===== src/rtl/if_stage_if.sv =====
// Instruction-memory request/ack bus between the fetch stage (master) and memory (slave).
interface if_stage_if;
  logic        imem_req_o;
  logic [31:0] imem_addr_o;
  logic        imem_ack_i;
  logic [31:0] imem_rdata_i;

  modport master (output imem_req_o, output imem_addr_o,
                  input  imem_ack_i, input  imem_rdata_i);
  modport slave  (input  imem_req_o, input  imem_addr_o,
                  output imem_ack_i, output imem_rdata_i);
endinterface


===== src/rtl/if_stage.sv =====
// Instruction fetch stage: PC register, IDLE/REQ/HOLD fetch FSM and IF/ID pipeline register.
// Optional fetch timeout watchdog enabled by defining IF_FETCH_TIMEOUT_EN.
module if_stage (
  input  logic              clk,
  input  logic              rst,
  input  logic              stall_i,
  input  logic              flush_i,
  input  logic [31:0]       flush_pc_i,
  if_stage_if.master        imem,
  output logic [31:0]       id_pc_o,
  output logic [31:0]       id_inst_o,
  output logic              id_valid_o,
  output logic              fetch_err_o
);

  typedef enum logic [1:0] {IDLE, REQ, HOLD} state_t;

  state_t      state, state_n;
  logic [31:0] pc, pc_n;
  logic [31:0] id_pc_n, id_inst_n;
  logic        id_valid_n;
  logic [31:0] hold_pc, hold_pc_n, hold_inst, hold_inst_n;

`ifdef IF_FETCH_TIMEOUT_EN
  logic [3:0]  cnt, cnt_n;
  logic        err_n;
`endif

  assign imem.imem_req_o  = (state == REQ);
  assign imem.imem_addr_o = pc;

  always_comb begin
    state_n     = state;
    pc_n        = pc;
    id_pc_n     = id_pc_o;
    id_inst_n   = id_inst_o;
    id_valid_n  = id_valid_o;
    hold_pc_n   = hold_pc;
    hold_inst_n = hold_inst;
`ifdef IF_FETCH_TIMEOUT_EN
    cnt_n       = cnt;
    err_n       = 1'b0;
`endif

    if (flush_i) begin
      // Redirect wins over stall and ack; an in-flight ack is dropped.
      pc_n        = {flush_pc_i[31:2], 2'b00};
      id_valid_n  = 1'b0;
      id_inst_n   = '0;
      hold_pc_n   = '0;
      hold_inst_n = '0;
      state_n     = REQ;
`ifdef IF_FETCH_TIMEOUT_EN
      cnt_n       = '0;
`endif
    end else begin
      unique case (state)
        IDLE: state_n = REQ;
        REQ: begin
          if (imem.imem_ack_i) begin
            pc_n = pc + 32'd4;
`ifdef IF_FETCH_TIMEOUT_EN
            cnt_n = '0;
`endif
            if (stall_i) begin
              hold_pc_n   = pc;
              hold_inst_n = imem.imem_rdata_i;
              state_n     = HOLD;
            end else begin
              id_pc_n    = pc;
              id_inst_n  = imem.imem_rdata_i;
              id_valid_n = 1'b1;
            end
          end else begin
            if (!stall_i) begin
              id_valid_n = 1'b0;
              id_inst_n  = '0;
            end
`ifdef IF_FETCH_TIMEOUT_EN
            // Give up on a silent memory and refetch the same pc via IDLE.
            if (cnt == 4'd15) begin
              err_n   = 1'b1;
              cnt_n   = '0;
              state_n = IDLE;
            end else begin
              cnt_n = cnt + 4'd1;
            end
`endif
          end
        end
        HOLD: begin
          if (!stall_i) begin
            id_pc_n    = hold_pc;
            id_inst_n  = hold_inst;
            id_valid_n = 1'b1;
            state_n    = REQ;
          end
        end
        default: state_n = IDLE;
      endcase
    end
  end

  always_ff @(posedge clk) begin
    if (rst) begin
      state      <= IDLE;
      pc         <= '0;
      id_pc_o    <= '0;
      id_inst_o  <= '0;
      id_valid_o <= 1'b0;
      hold_pc    <= '0;
      hold_inst  <= '0;
    end else begin
      state      <= state_n;
      pc         <= pc_n;
      id_pc_o    <= id_pc_n;
      id_inst_o  <= id_inst_n;
      id_valid_o <= id_valid_n;
      hold_pc    <= hold_pc_n;
      hold_inst  <= hold_inst_n;
    end
  end

`ifdef IF_FETCH_TIMEOUT_EN
  always_ff @(posedge clk) begin
    if (rst) begin
      cnt         <= '0;
      fetch_err_o <= 1'b0;
    end else begin
      cnt         <= cnt_n;
      fetch_err_o <= err_n;
    end
  end
`else
  assign fetch_err_o = 1'b0;
`endif

endmodule


===== src/flat_wrapper.sv =====
// flat-port wrapper written by rule: the top's interface ports become plain ports
module if_stage_flat 
  (clk, rst, stall_i, flush_i, flush_pc_i, id_pc_o, id_inst_o, id_valid_o, fetch_err_o, imem_imem_req_o, imem_imem_addr_o, imem_imem_ack_i, imem_imem_rdata_i);
  if_stage_if imem_i ();
  input  logic clk;
  input  logic rst;
  input  logic stall_i;
  input  logic flush_i;
  input  logic [31:0] flush_pc_i;
  output logic [31:0] id_pc_o;
  output logic [31:0] id_inst_o;
  output logic id_valid_o;
  output logic fetch_err_o;
  output wire logic [$bits(imem_i.imem_req_o)-1:0] imem_imem_req_o;
  output wire logic [$bits(imem_i.imem_addr_o)-1:0] imem_imem_addr_o;
  input wire logic [$bits(imem_i.imem_ack_i)-1:0] imem_imem_ack_i;
  input wire logic [$bits(imem_i.imem_rdata_i)-1:0] imem_imem_rdata_i;
  assign imem_imem_req_o = imem_i.imem_req_o;
  assign imem_imem_addr_o = imem_i.imem_addr_o;
  assign imem_i.imem_ack_i = imem_imem_ack_i;
  assign imem_i.imem_rdata_i = imem_imem_rdata_i;
  if_stage u_core (.clk(clk), .rst(rst), .stall_i(stall_i), .flush_i(flush_i), .flush_pc_i(flush_pc_i), .imem(imem_i), .id_pc_o(id_pc_o), .id_inst_o(id_inst_o), .id_valid_o(id_valid_o), .fetch_err_o(fetch_err_o));
endmodule

===== config.mk =====
export PLATFORM = sky130hd
export DESIGN_NAME = if_stage_flat
export DESIGN_NICKNAME = d
export VERILOG_FILES = /design/src/rtl/if_stage_if.sv /design/src/rtl/if_stage.sv /design/src/flat_wrapper.sv
export SDC_FILE = /design/constraint.sdc
export NUM_CORES = 1
export LEC_CHECK = 0
export ABC_AREA = 1
export BUFFER_PORTS_ARGS = -buffer_cell sky130_fd_sc_hd__buf_2
export CAP_MARGIN = 10
export CELL_PAD_IN_SITES_DETAIL_PLACEMENT = 1
export CELL_PAD_IN_SITES_GLOBAL_PLACEMENT = 1
export CORE_MARGIN = 2
export CORE_UTILIZATION = 38
export DETAILED_ROUTE_END_ITERATION = 16
export PLACE_DENSITY = 0.92
export SLEW_MARGIN = 5
export SYNTH_ARGS = -nofsm -noshare
export SYNTH_HDL_FRONTEND = slang
export SYNTH_SLANG_ARGS = --single-unit

===== constraint.sdc =====
create_clock -name clk -period 2.1 [get_ports clk]
set_input_delay 0.21 -clock clk [delete_from_list [all_inputs] [get_ports clk]]
set_output_delay 0.21 -clock clk [all_outputs]
set_load 0.005 [all_outputs]

# Yosys cells after proc, flatten, opt, wreduce, memory -nomap -nowiden
# Cells that the tools add are included.
# totals
register_bits	163
in_bits	69
output_inout_bits	99
wordCells	55
# classes
n_addsub	1
eq_ne	10
mux	21
bitwise	1
n_reduce_logical	13
# ops
operator	count
$mux 32	10
$pmux 32 s2	2
$add 32x3->32 const B	1
$reduce_and 3->1	4
$mux 2	3
$ne 2x2->1 const B	3
$ne 3x2->1 const B	2
$ne 3x3->1 const B	2
$pmux 2 s3	1
$reduce_and 2->1	3
$reduce_bool 2->1	3
$reduce_and 5->1	1
$mux 1	4
$eq 2x1->1 const B	1
$eq 2x2->1 const B	1
$logic_not 2->1	1
$ne 2x1->1 const B	1
$pmux 1 s2	1
$reduce_or 2->1	1
$not 1->1	1

# Longest topological paths before layout
# depth
word_depth	4
mapped_depth	11
ltp_nobuf	11

# Worst setup path after synthesis
# Ideal clock, no wire load.
# synth_timing
kind	register to register
from	register u_core.state[0]
to	register u_core.id_pc_o[10]
setup_ns	0.074
t_arrival_ns	1.477
slack_ns	0.548
stages_incl_launch_ff	9
path_buffers	3
synth_period_minus_slack_ns	1.552
cell_sequence	dfxtp_1 inv_1 ha_1 buf_2 inv_2 buf_2 clkbuf_1 nand2_1 a31oi_1
# synth_between
elab_chain_len	3
# synth_lines
item	line_no	text
start, declared	if_stage.sv:18	state_t state, state_n;
start signal, assigned	if_stage.sv:114	state <= state_n;
$eq 2x1->1 / $eq 2x2->1 (equally long branches)	if_stage.sv:57	unique case (state)
$ne 2x1->1 (no line) (tied with other cells)	--	
$reduce_and 5->1 (no line)	--	
end signal, assigned	if_stage.sv:116	id_pc_o <= id_pc_n;
end, declared	if_stage.sv:10	output logic [31:0] id_pc_o,
# Several ways; a longest one is shown, not always the timed one.
# A chain may end at the register's enable or synchronous reset.

# Worst setup path in the final report
# layout_timing
from	register u_core.state[1]
to	register u_core.hold_pc[13]
# layout_between
elab_chain_len	2
# layout_lines
item	line_no	text
$eq 2x1->1	if_stage.sv:57	
$reduce_and 3->1 (no line)	--	
end signal, assigned	if_stage.sv:119	hold_pc <= hold_pc_n;
end, declared	if_stage.sv:22	logic [31:0] hold_pc, hold_pc_n, hold_inst, hold_inst_n;
# No other way between the ends.

==> qor.csv <==
stage,metric,value,unit
run_status,outcome,completed,
yosys,Post-Synthesis Cells,998,
critical_path,CP startpoint kind,flip-flop,
drt,DRT iter0 DRCs,427,
sta,Final Hold Fails,0,
cts,CTS Hold Buffers Added,0,
yosys,Post-Syn Area per Cell,7.091,um2
cts,Clock Sinks,157,
yosys,Yosys cell types,33,
cts,Root Driver,clkbuf_16,
global_route,pin count of the biggest net entering global routing,64,
yosys,most frequent cells after synthesis,"nand2_1 (297), dfxtp_1 (157), a21oi_1 (83), o21ai_0 (81), a31oi_1 (72)",
cts,CTS-repair resized insts,0,
sta,Clock Skew,8.471,ps
global_route,Tot GR Track Use,0.2437,
die,row count,49,
critical_path,crit path cell chain,inv_1 -> ha_1 -> nand2_4 -> inv_2 -> nand2_2 -> inv_2 -> buf_12 -> nand2_1 -> a21oi_1,
global_route,first-pass GRT wire length,38450,um
critical_path,Worst Path Buf+Inv,4,
critical_path,"Max stage delay cell, worst path",dfxtp_1,
drt,Final ANT Viol Nets,0,
layout,number of fillers in the final layout,2381,
critical_path,critical path class,reg2reg,
yosys,top-area cell type share of the netlist area,0.4441,
layout,area grow syn2layout,24.03,%
drt,routed length per instance,17.36,um
cts,CTS tree,yes,
critical_path,Worst Path Arrival,2220,ps
global_route,initial antenna violation count,1,
critical_path,worst-path maximum fanout,63,
yosys,synthesized area,7077,um2
yosys,dominant cell type by area after synthesis,dfxtp_1,
placement,Detail Placement HPWL,16470,um
cts,Worst-path clk slew,70,ps
sta,Max Slew Vio Count,0,
drt,Via density,5.349,
die,chip height,140.5,um
sta,Slew @ Worst Pin,638.7,ps
critical_path,max incr delay on CP,350,ps
yosys,"Seq/Total Area, Yosys",0.4441,
sta,Final setup viols,0,
placement,routability cong.,0.9054,
global_route,vias in the first global route,7504,
drt,Total Wirelength,23960,um
yosys,top-count cell post-synth,nand2_1,
die,I/O pin count,168,
die,die width,140.5,um
flow_run,total of max-cap violations,0,
die,DIE AREA,19730,um2
yosys,Synth Flop Type,dfxtp_1,
sta,Peak Freq,534.7,MHz
die,Starting Density,0.3900,
drt,Remaining DRCs,0,
drt,via count,7382,
yosys,number of synthesized register bits,157,
layout,area of the multi-input gates,3371,um2
sta,Worst slew margin,0.5738,
placement,placed cell area,8105,um2
yosys,Post-synth EDFFs,0,
sta,Final min period,1870,ps
power,Cell Pwr Density,855.9,nW/um2
min_path,Hold WC Path Type,in2reg,
cts,Inserted Clock Buffers,17,
yosys,YS warnings,0,
critical_path,"CP delay by family, top",buffers and inverters,
drt,DR pass1 iterations,4,
global_route,grt ovf,0,
layout,Register Area,3143,um2
yosys,Async SR Flop Fraction,0,
sta,RSZ-0062 raised after global routing,false,
layout,post-route cell area,8777,um2
cts,H-tree Lvls,4,
sta,fin crit share,0.8905,
power,Max IR drop VDD,0.0005883,V
die,core footprint,18150,um2
placement,IO buf count,160,
power,P_leak,3.630,nW
layout,layout cells sized above 1,0.2165,
critical_path,Crit. End Element,flip-flop,
layout,Post-layout nets,1211,
sta,setup TNS,0,ps
yosys,synth top area cells,"dfxtp_1 (44%), nand2_1 (16%), a31oi_1 (6.4%)",
cts,clock tree buffer depth,2,
cts,Clock Latency Late Sink,430,ps
critical_path,CP Data Required Time,2450,ps
critical_path,"most used cell, CP",inv_2,
cts,Setup Buffers After CTS,0,
## flip-flops by register name (all words and copies together) (netlist names)
signal and cells:
u_core.hold_inst 32, u_core.imem.imem_addr_o 30, u_core.state 2, u_core.id_inst_o 32
u_core.hold_pc 30, u_core.id_pc_o 30, u_core.id_valid_o 1
## worst register-to-register path, cell delays in order (launching register included)
cell     delay (ps)
dfxtp_1         350
inv_1            90
ha_1            270
nand2_4         140
inv_2           150
nand2_2         110
inv_2           100
buf_12          260
nand2_1         140
a21oi_1         190
## cell usage in the layout, fill, tap and decap left out, types with 4 or more instances in the layout
cell type / instances
inv_1: 55
nor2_4: 5
conb_1: 5
ha_1: 4
buf_12: 4
dfxtp_1: 157
buf_4: 25
o21ai_0: 81
clkbuf_16: 17
nor2_1: 40
o21ai_1: 22
bufinv_16: 6
a21oi_1: 83
nor2_2: 7
inv_2: 7
xnor2_1: 5
buf_2: 160
nand2_1: 296
nand3_1: 66
a31oi_1: 72
## per-layer routing
layer,part of all wire,global-route usage
met1,0.44,0.3027
met4,0.022,0.08316
met3,0.049,0.05026
met5,0,0
met2,0.49,0.4221
## cells by family after synthesis
| family | count (synthesis) | synth area share |
|---|---|---|
| xor+xnor | 5 | 0.006188 |
| compound gates | 266 | 0.2054 |
| simple gates | 428 | 0.2525 |
| fa+ha+maj | 5 | 0.008840 |
| flops | 157 | 0.4441 |
| other cells | 1 | 0.0005299 |
| buf+inv | 136 | 0.08239 |
## final cells by class
class | count | share of cell area
inverters | 63 | 0.02694
flip-flops and latches | 157 | 0.3581
diodes | 1 | 0.0002851
clock buffers | 19 | 0.04932
clock inverters | 13 | 0.02694
repair buffers | 189 | 0.1217
multi-input cells | 709 | 0.3840
well taps | 229 | 0.03264
## per-stage QoR
stage	util	hold WS (ps)	setup WS (ps)	std cells	total power, mW
after floorplan	-	353.8	548.4	1002	3.665
after global placement	0.4466	451.8	341.3	1347	3.995
after detailed placement	0.4466	455.3	214.1	1347	4.026
after CTS	0.4835	27.16	217.8	1379	7.563
after global routing	0.4837	38.90	52.17	1380	7.784
final	0.4837	36.76	229.9	1380	7.513
## final timing paths
kind                    startpoint              endpoint  cells past startpoint  slack, ps
max reg2reg        u_core.state[1]    u_core.hold_pc[13]                      9        230
min          imem_imem_rdata_i[29]  u_core.hold_inst[29]                      3         40
max                u_core.state[1]    u_core.hold_pc[13]                      9        230
min reg2reg   u_core.hold_inst[18]  u_core.hold_inst[18]                      2        470
## power by group
| group | switching [mW] | internal (mW) |
|---|---|---|
| registers | 0.119 | 3.10 |
| clock network | 1.30 | 2.24 |
| logic | 0.462 | 0.287 |
No activity file was read; power rests on OpenSTA's default activity.
